==> config.mk <==
export PLATFORM = sky130hd
export DESIGN_NAME = switch_allocator
export DESIGN_NICKNAME = d
export VERILOG_FILES = /design/src/rtl/switch_allocator.sv
export SDC_FILE = /design/constraint.sdc
export NUM_CORES = 1
export LEC_CHECK = 0
export BUFFER_PORTS_ARGS = -buffer_cell sky130_fd_sc_hd__buf_2
export CAP_MARGIN = 10
export CELL_PAD_IN_SITES_DETAIL_PLACEMENT = 0
export CELL_PAD_IN_SITES_GLOBAL_PLACEMENT = 2
export CORE_ASPECT_RATIO = 1.4
export CORE_UTILIZATION = 36
export DETAILED_ROUTE_END_ITERATION = 12
export PLACE_DENSITY_LB_ADDON = 0.1
export SLEW_MARGIN = 20
export SYNTH_ARGS = -nofsm -noshare
export SYNTH_HDL_FRONTEND = slang
export SYNTH_SLANG_ARGS = --single-unit
==> constraint.sdc <==
create_clock -name clk -period 4 [get_ports clk]
set_clock_uncertainty 0.2 [all_clocks]
set_input_delay 0.2 -clock clk [delete_from_list [all_inputs] [get_ports clk]]
set_output_delay 0.2 -clock clk [all_outputs]
set_load 0.005 [all_outputs]
==> src/rtl/switch_allocator.sv <==
// rtl/switch_allocator.sv - wormhole switch allocator with per-port round-robin queued grants
// Optional macro SWITCH_ALLOC_STATS_EN adds per-port contention_cnt saturating counters.
module switch_allocator #(
    parameter int NUM_BUFFERS  = 4,
    parameter int NUM_OUTPORTS = 4,
    localparam int SELECT_SIZE  = $clog2(NUM_BUFFERS) + (NUM_BUFFERS == 1),
    localparam int REQUEST_SIZE = $clog2(NUM_OUTPORTS) + (NUM_OUTPORTS == 1)
) (
    input  logic                                        clk,
    input  logic                                        rst,
    input  logic [NUM_BUFFERS-1:0]                      valid,
    input  logic                                        allocate,
    input  logic [SELECT_SIZE-1:0]                      requestor,
    input  logic [REQUEST_SIZE-1:0]                     requested,
    output logic [SELECT_SIZE-1:0]                      switch_valid,
    output logic [NUM_OUTPORTS-1:0][SELECT_SIZE-1:0]    select,
    output logic [NUM_OUTPORTS-1:0]                     enable,
    output logic [NUM_BUFFERS-1:0]                      grant
`ifdef SWITCH_ALLOC_STATS_EN
    ,
    output logic [NUM_OUTPORTS-1:0][15:0]               contention_cnt
`endif
);

    localparam logic [SELECT_SIZE:0]  BUF_LIMIT  = (SELECT_SIZE+1)'(NUM_BUFFERS);
    localparam logic [REQUEST_SIZE:0] PORT_LIMIT = (REQUEST_SIZE+1)'(NUM_OUTPORTS);

    logic [NUM_BUFFERS-1:0]                     pending;
    logic [NUM_BUFFERS-1:0][REQUEST_SIZE-1:0]   pend_port;
    logic [NUM_OUTPORTS-1:0][SELECT_SIZE-1:0]   rr_ptr;

    logic                                       req_in_range;
    logic                                       req_live;
    logic                                       new_ok;
    logic                                       req_overwrite;
    logic [NUM_BUFFERS-1:0]                     live_pending;
    logic [NUM_OUTPORTS-1:0]                    releasing;
    logic [NUM_OUTPORTS-1:0][NUM_BUFFERS-1:0]   cand;
    logic [NUM_OUTPORTS-1:0]                    port_win;
    logic [NUM_OUTPORTS-1:0][SELECT_SIZE-1:0]   winner;
    logic [NUM_BUFFERS-1:0]                     grant_next;
    logic                                       new_won;

    assign req_in_range  = ({1'b0, requestor} < BUF_LIMIT) && ({1'b0, requested} < PORT_LIMIT);
    assign req_live      = allocate && req_in_range && valid[requestor];
    assign new_ok        = req_live && !pending[requestor];
    assign req_overwrite = req_live && pending[requestor];

    // A buffer re-requesting while queued only retargets its entry; it cannot win this cycle.
    always_comb begin
        live_pending = pending & valid;
        for (int b = 0; b < NUM_BUFFERS; b++) begin
            if (req_overwrite && requestor == SELECT_SIZE'(b))
                live_pending[b] = 1'b0;
        end
    end

    always_comb begin
        releasing = '0;
        for (int o = 0; o < NUM_OUTPORTS; o++)
            releasing[o] = enable[o] && !valid[select[o]];
    end

    always_comb begin
        cand = '0;
        for (int o = 0; o < NUM_OUTPORTS; o++) begin
            for (int b = 0; b < NUM_BUFFERS; b++) begin
                if (live_pending[b] && pend_port[b] == REQUEST_SIZE'(o))
                    cand[o][b] = 1'b1;
                if (new_ok && requested == REQUEST_SIZE'(o) && requestor == SELECT_SIZE'(b))
                    cand[o][b] = 1'b1;
            end
        end
    end

    // Scan from the far end back toward rr_ptr so the last hit is the first candidate at/after it.
    always_comb begin
        port_win = '0;
        winner   = '0;
        for (int o = 0; o < NUM_OUTPORTS; o++) begin
            if (!enable[o]) begin
                for (int k = NUM_BUFFERS - 1; k >= 0; k--) begin
                    if (cand[o][(int'(rr_ptr[o]) + k) % NUM_BUFFERS]) begin
                        port_win[o] = 1'b1;
                        winner[o]   = SELECT_SIZE'((int'(rr_ptr[o]) + k) % NUM_BUFFERS);
                    end
                end
            end
        end
    end

    always_comb begin
        grant_next = '0;
        new_won    = 1'b0;
        for (int o = 0; o < NUM_OUTPORTS; o++) begin
            for (int b = 0; b < NUM_BUFFERS; b++) begin
                if (port_win[o] && winner[o] == SELECT_SIZE'(b))
                    grant_next[b] = 1'b1;
            end
            if (new_ok && port_win[o] && winner[o] == requestor && requested == REQUEST_SIZE'(o))
                new_won = 1'b1;
        end
    end

    always_ff @(posedge clk) begin
        if (rst) begin
            switch_valid <= '0;
            select       <= '0;
            enable       <= '0;
            grant        <= '0;
            pending      <= '0;
            pend_port    <= '0;
            rr_ptr       <= '0;
        end else begin
            grant        <= grant_next;
            switch_valid <= SELECT_SIZE'(new_won);
            for (int o = 0; o < NUM_OUTPORTS; o++) begin
                if (releasing[o]) begin
                    enable[o] <= 1'b0;
                end else if (port_win[o]) begin
                    enable[o] <= 1'b1;
                    select[o] <= winner[o];
                    rr_ptr[o] <= (int'(winner[o]) == NUM_BUFFERS - 1) ? '0 : winner[o] + 1'b1;
                end
            end
            for (int b = 0; b < NUM_BUFFERS; b++) begin
                if (grant_next[b] || !valid[b]) begin
                    pending[b] <= 1'b0;
                end else if (req_live && requestor == SELECT_SIZE'(b)) begin
                    pending[b]   <= 1'b1;
                    pend_port[b] <= requested;
                end
            end
        end
    end

`ifdef SWITCH_ALLOC_STATS_EN
    logic [NUM_OUTPORTS-1:0] has_pending;

    always_comb begin
        has_pending = '0;
        for (int o = 0; o < NUM_OUTPORTS; o++) begin
            for (int b = 0; b < NUM_BUFFERS; b++) begin
                if (pending[b] && pend_port[b] == REQUEST_SIZE'(o))
                    has_pending[o] = 1'b1;
            end
        end
    end

    always_ff @(posedge clk) begin
        if (rst) begin
            contention_cnt <= '0;
        end else begin
            for (int o = 0; o < NUM_OUTPORTS; o++) begin
                if (has_pending[o] && !port_win[o] && contention_cnt[o] != 16'hFFFF)
                    contention_cnt[o] <= contention_cnt[o] + 16'd1;
            end
        end
    end
`else
`endif

endmodule

==> results by group, run 1 <==
Finish
  • Fill count: 822
  • Antenna diode count: 0
  • Nets: 434
  • Share of layout cells above drive strength 1: 19.6%
  • Synth-to-layout area growth: 17.2%
  • Register Area: 741 um^2
  • Most frequent cells in the layout: nor2_1 (37), dfxtp_1 (37), buf_2 (27)
  • Multi-input logic area: 2130 um^2

Run
  • Max-cap viol count: 0

Clock tree
  • Post-CTS resize count: 0
  • Number of setup buffers added after CTS: 0
  • Clk slew on worst S/H paths: 0.06 ns
  • Clk_lat worst skew: 0.29 ns
  • Htree depth: 2
  • TritonCTS clock tree: done
  • Clock sink count: 37
  • Clock Path Buffers: 2
  • Total CTS buffers: 5
  • Cts hold-fix bufs: 0
  • CTS Root Cell: clkbuf_16

Pwr
  • Leak Pwr: 0.00143 uW
  • Max IR drop VDD: 0.226 mV
  • P per Cell Area: 288 nW/um^2

Synth
  • Largest family of logic cells by synthesized area: simple AND/OR/NAND/NOR gates
  • Synth Area per Inst: 8.21 um^2
  • Proportion of synthesized area in mux cells: 9.30%
  • Synth Warn #: 0
  • Synth Area in Simple Gates: 29.4%
  • Post-synthesis instance area: 3030 um^2
  • Mapped Cells: 369
  • Synth Area in Compound Gates: 22.9%
  • Top_reg_cell synth: dfxtp_1
  • Syn nets: 396
  • #FFs+latches synth: 37
  • Unique masters post-synth: 75
  • Sequential-to-total area share from yosys stat: 24.5%
  • Synth Area in XOR/XNOR: 2.02%
  • Area share of fa/ha/maj cells after synthesis: 6.61%
  • Fraction of registers with async set or reset after synthesis: 0%
  • Number of flops mapped to enable cells by yosys: 0

Routing
  • Final WL: 10600 um
  • Drt initial violations: 238
  • Pre-antenna DRT Iters: 4
  • WL/cell: 20.7 um
  • Routed Antenna Nets: 0
  • Via density: 6.06
  • DRC Markers: 0
  • Routed vias: 3090

Placed design
  • DP HPWL: 8180 um
  • RePlAce Congestion: 0.921
  • Port Buffers: 27
  • Place WS: 0.0579 ns

STA
  • Final Setup Violations: 0
  • Minimum clock period after layout: 3.72 ns
  • Relative slew slack: 60.3%
  • Pins Over Slew Limit: 0
  • Setup TNS: 0 ns
  • RSZ-0062 raised after global routing: false
  • Hold Violations, Final: 0
  • Worst-Margin Slew: 0.594 ns
  • Setup ws final: 0.285 ns
  • Fmax: 269 MHz
  • Period utilisation layout: 92.9%

GRT
  • Largest net degree at the start of global routing: 36
  • Grt ovf: 0
  • Vias in the first global route: 3048
  • Initial antenna violation count: 0
  • Total track usage: 25.0%
  • Global-route wire length before repair: 16700 um

Setup path
  • Setup Crit Path Kind: flop to flop
  • Endpoint class of the critical path: flop
  • R2R cell count: 10
  • WP data required: 3.97 ns
  • Crit path max fanout: 7
  • CP Launch Type: flop
  • Worst EP arrival: 3.69 ns

Run status
  • Status: finished clean

Die
  • DIE AREA: 8790 um^2
  • Initial Util: 37.2%
  • Chip Height: 111 um
  • Total core area: 8150 um^2
  • Die Width: 79.5 um
  • Num rows: 39
  • I/O Pins: 29

Worst hold path
  • Worst Hold Class: input pin to flop
  • Hold path cells: 2
-- power by group --
| part | switching, uW | total [uW] | internal [uW] |
|---|---|---|---|
| sequential | 11.2 | 389 | 378 |
| combinational | 98.6 | 163 | 64.7 |
| clock | 176 | 471 | 295 |
-- critical path, stage by stage (launching register included) --
cell and delay, ns:
dfxtp_1 0.31, buf_4 0.16, mux4_2 0.57, o41ai_1 0.47, o21ai_0 0.13, a221o_1 0.46, ha_1 0.24, a222oi_1 0.46
and4_1 0.34, mux2i_1 0.21, nor2_1 0.05
-- metrics by stage --
step | power [uW] | std cells | instance area, um^2 | util, % | hold WS [ns]
floorplan | 495 | 369 | 3030 | - | 0.140
detailed placement | 558 | 502 | 3380 | 41.5 | 0.290
finish | 1020 | 510 | 3550 | 43.6 | 0.0500
global route | 1060 | 510 | 3550 | 43.6 | 0.0441
global placement | 559 | 502 | 3380 | 41.5 | 0.282
CTS | 1030 | 510 | 3550 | 43.6 | 0.0463
-- Yosys cell counts, types with 5 or more instances --
cell type  instances  area share [%]
a21oi_1           23             3.8
and2_1             6             1.2
and3_1            10             2.1
buf_2              5            0.83
clkbuf_1           9             1.1
dfxtp_1           37              24
ha_1              16             6.6
inv_1             17             2.1
mux2i_1           14             4.6
mux4_2             5             3.7
nand2_1           18             2.2
nand2b_1          15             3.1
nand3_1           12             2.0
nand3b_1           5             1.2
nand4_1            6             1.2
nor2_1            37             4.6
nor2b_1            6             1.2
nor3_1            15             2.5
o211ai_1           6             1.5
o21ai_0            5            0.83
xnor2_1            6             1.7
-- metal layers --
metal	global-route usage (%)	wire length, um
met1	32.9	4670
met2	40.1	5080
met3	3.06	395
met4	11.4	420
met5	0	0
-- final timing paths --
kind / startpoint / endpoint / slack (ns)
worst min-delay path: valid[2] / pending[2] / 0.05
worst max-delay path: pending[3] / pend_port[2] / 0.28
worst max register to register: pending[3] / pend_port[2] / 0.28
worst min register to register: select[6] / select[6] / 0.29
-- cells by family (layout without fill, tap and decap cells) --
kind of cell,after synthesis,after routing
mux,21,21
flops,37,37
fa+ha+maj,16,16
compound gates,89,89
other cells,1,1
buf+inv,38,77
xor+xnor,7,7
simple gates,160,160
-- cell type report --
cell class	count	share of cell area, %
Clock buffer	5	3.52
Clock inverter	3	1.30
Inverter	19	2.01
Multi-Input combinational cell	294	60.0
Sequential cell	37	20.9
Tap cell	102	3.60
Timing Repair Buffer	50	8.67
-- registers in the layout, indices dropped and copies added (netlist names) --
name / cells
rr_ptr: 8
grant: 4
pend_port: 8
switch_valid: 1
pending: 4
select: 8
enable: 4
(Power assumes the default switching activity.)
==> inputs of run 2 (changes only) <==
--- a/config.mk
+++ b/config.mk
@@ -5,12 +5,13 @@
 export SDC_FILE = /design/constraint.sdc
 export NUM_CORES = 1
 export LEC_CHECK = 0
+export ABC_AREA = 1
 export BUFFER_PORTS_ARGS = -buffer_cell sky130_fd_sc_hd__buf_2
 export CAP_MARGIN = 10
 export CELL_PAD_IN_SITES_DETAIL_PLACEMENT = 0
 export CELL_PAD_IN_SITES_GLOBAL_PLACEMENT = 2
 export CORE_ASPECT_RATIO = 1.4
-export CORE_UTILIZATION = 36
+export CORE_UTILIZATION = 33
 export DETAILED_ROUTE_END_ITERATION = 12
 export PLACE_DENSITY_LB_ADDON = 0.1
 export SLEW_MARGIN = 20
==> run 2 against run 1 <==
  * Via count is 16% higher
  * Register-to-register slack better by 0.35 ns
  * Sequential power is 49% higher
  * Combinational power grew to 10 times the previous value
  * Critical endpoint is now pend_port[7]
  * Largest cell class unchanged
==> results by group, run 2 <==
STA
  • Period utilisation layout: 85.5%
  • Final Setup Violations: 0
  • Minimum clock period after layout: 3.42 ns
  • Fmax: 292 MHz
  • Worst-Margin Slew: 0.827 ns
  • Pins Over Slew Limit: 0
  • Setup TNS: 0 ns
  • Hold Violations, Final: 0
  • Relative slew slack: 44.8%
  • Setup ws final: 0.578 ns
  • RSZ-0062 raised after global routing: false
  • Hold_ws: 0.0782 ns

Routing
  • WL/cell: 15.8 um
  • Routed Antenna Nets: 0
  • Drt initial violations: 204
  • Pre-antenna DRT Iters: 4
  • Via density: 4.98
  • Final WL: 11400 um
  • DRC Markers: 0
  • Routed vias: 3587

GRT
  • Largest net degree at the start of global routing: 21
  • Grt ovf: 0
  • Vias in the first global route: 3364
  • Global-route wire length before repair: 17800 um
  • Total track usage: 22.5%
  • Initial antenna violation count: 0

Pwr
  • Internal: 1340 uW
  • P per Cell Area: 728 nW/um^2
  • Leak Pwr: 0.00204 uW
  • Clock power frac: 17.2%
  • Max IR drop VDD: 0.327 mV
  • Power after layout: 2760 uW
  • Reg power frac: 20.9%
  • Net Sw Frac: 51.7%
  • Switch Pwr: 1430 uW
  • Combinational share of power: 61.9%

Placed design
  • Place WS: 0.328 ns
  • Area after DPL: 3620 um^2
  • DP HPWL: 9170 um
  • RePlAce Congestion: 0.892
  • Port Buffers: 27

Die
  • Chip Height: 123 um
  • DIE AREA: 10800 um^2
  • Num rows: 43
  • Die Width: 88.1 um
  • Total core area: 10000 um^2
  • Initial Util: 34.2%
  • I/O Pins: 29

Clock tree
  • Post-CTS resize count: 0
  • Cts hold-fix bufs: 0
  • Total CTS buffers: 5
  • CTS Root Cell: clkbuf_16
  • Clk slew on worst S/H paths: 0.06 ns
  • Htree depth: 2
  • Clock sink count: 37
  • Number of setup buffers added after CTS: 0
  • TritonCTS clock tree: done
  • Clk_lat worst skew: 0.29 ns
  • Clock Path Buffers: 2

Synth
  • Sequential-to-total area share from yosys stat: 21.6%
  • Syn nets: 584
  • #FFs+latches synth: 37
  • Unique masters post-synth: 33
  • Fraction of registers with async set or reset after synthesis: 0%
  • Synth Warn #: 0
  • Mapped Cells: 557
  • Top_reg_cell synth: dfxtp_1
  • Number of flops mapped to enable cells by yosys: 0
  • Top cell type's share of synthesized area: 21.6%
  • Area contributors post-synth: dfxtp_1 (22%), nand2_1 (17%), nand3_1 (14%)
  • Most numerous cell in the Yosys netlist: nand2_1
  • Synth Area per Inst: 6.15 um^2
  • Post-synthesis instance area: 3430 um^2
  • Synth cell count leaders: nand2_1 (153), nand3_1 (98), inv_1 (68)
  • Yosys top cell by area: dfxtp_1

Setup path
  • Endpoint class of the critical path: flop
  • WP data required: 4.02 ns
  • Worst EP arrival: 3.44 ns
  • CP Launch Type: input pin
  • Setup Crit Path Kind: input pin to flop
  • Crit path max fanout: 14

Finish
  • Commonest non-fill, non-tap cell in the layout: nand2_1
  • Final instance area: 3800 um^2
  • Nets: 611
  • Most frequent cells in the layout: nand2_1 (153), nand3_1 (98), inv_1 (68)
  • Antenna diode count: 0
  • Share of layout cells above drive strength 1: 15.0%
  • Largest regs: pend_port (8), rr_ptr (8), select (8)
  • Synth-to-layout area growth: 10.8%

Run
  • Max-cap viol count: 0

Run status
  • Status: finished clean

Worst hold path
  • Worst Hold Class: input pin to flop
run 2: final timing paths:
kind	start	to	slack (ns)	cells past startpoint
max	requestor[0]	pend_port[7]	0.58	26
max reg2reg	pending[2]	pend_port[7]	0.63	23
min reg2reg	select[3]	select[3]	0.30	2
min	requested[0]	pend_port[4]	0.08	3
run 2: through the flow:
step / utilization (%) / cells
floorplan: - / 557
global placement: 36.2 / 712
CTS: 37.9 / 720
global route: 37.9 / 720
finish: 37.9 / 720
detailed placement: 36.2 / 712
run 2: cells by family after synthesis:
logic type,share of synthesized area [%]
adder cells (fa/ha/maj),5.84
XOR/XNOR,1.02
flip-flops,21.6
buffers and inverters,12.7
AND/OR/NAND/NOR,50.5
other,0.109
AO/OA/AOI/OAI,8.18
run 2: power by group through the flow:
stage               clock (uW)  combinational, uW  sequential, uW
floorplan                    0               1270             570
global placement             0               1740             584
detailed placement           0               1730             584
CTS                        493               1740             577
global route               505               1970             593
finish                     475               1710             578
run 2: worst max-delay path: stages:
cell	delay [ns]
buf_2	0.21
inv_2	0.18
nand2_1	0.07
nand2_1	0.06
nand2_1	0.05
nand2_2	0.13
nand2_4	0.07
nor2_4	0.25
buf_4	0.25
nand3_1	0.14
nand3_1	0.16
nand3_1	0.12
nand2_1	0.08
nand3_1	0.09
nand2_1	0.07
nand2_1	0.06
nand3_1	0.20
inv_1	0.10
ha_1	0.23
nand2_1	0.07
nand2_1	0.07
nor2_2	0.18
nand3_2	0.14
nand2_1	0.09
nand2_1	0.05
nor2_1	0.10
run 2: layout make-up:
cell class | count | area [um^2]
clock buffer | 7 | 143
inverter | 76 | 285
timing repair buffer | 33 | 180
fill | 1175 | 6210
multi-input combinational | 431 | 2250
sequential | 37 | 741
clock inverter | 1 | 30.0
tap | 135 | 169
run 2: per-layer routing:
layer / vias up / global-route usage (%) / routed length, um
met1: 1654 / 27.1 / 4890
met4: 0 / 7.56 / 271
met3: 17 / 2.69 / 305
met2: 54 / 40.6 / 5930
li1: 1862 / - / -
met5: - / 0 / 0
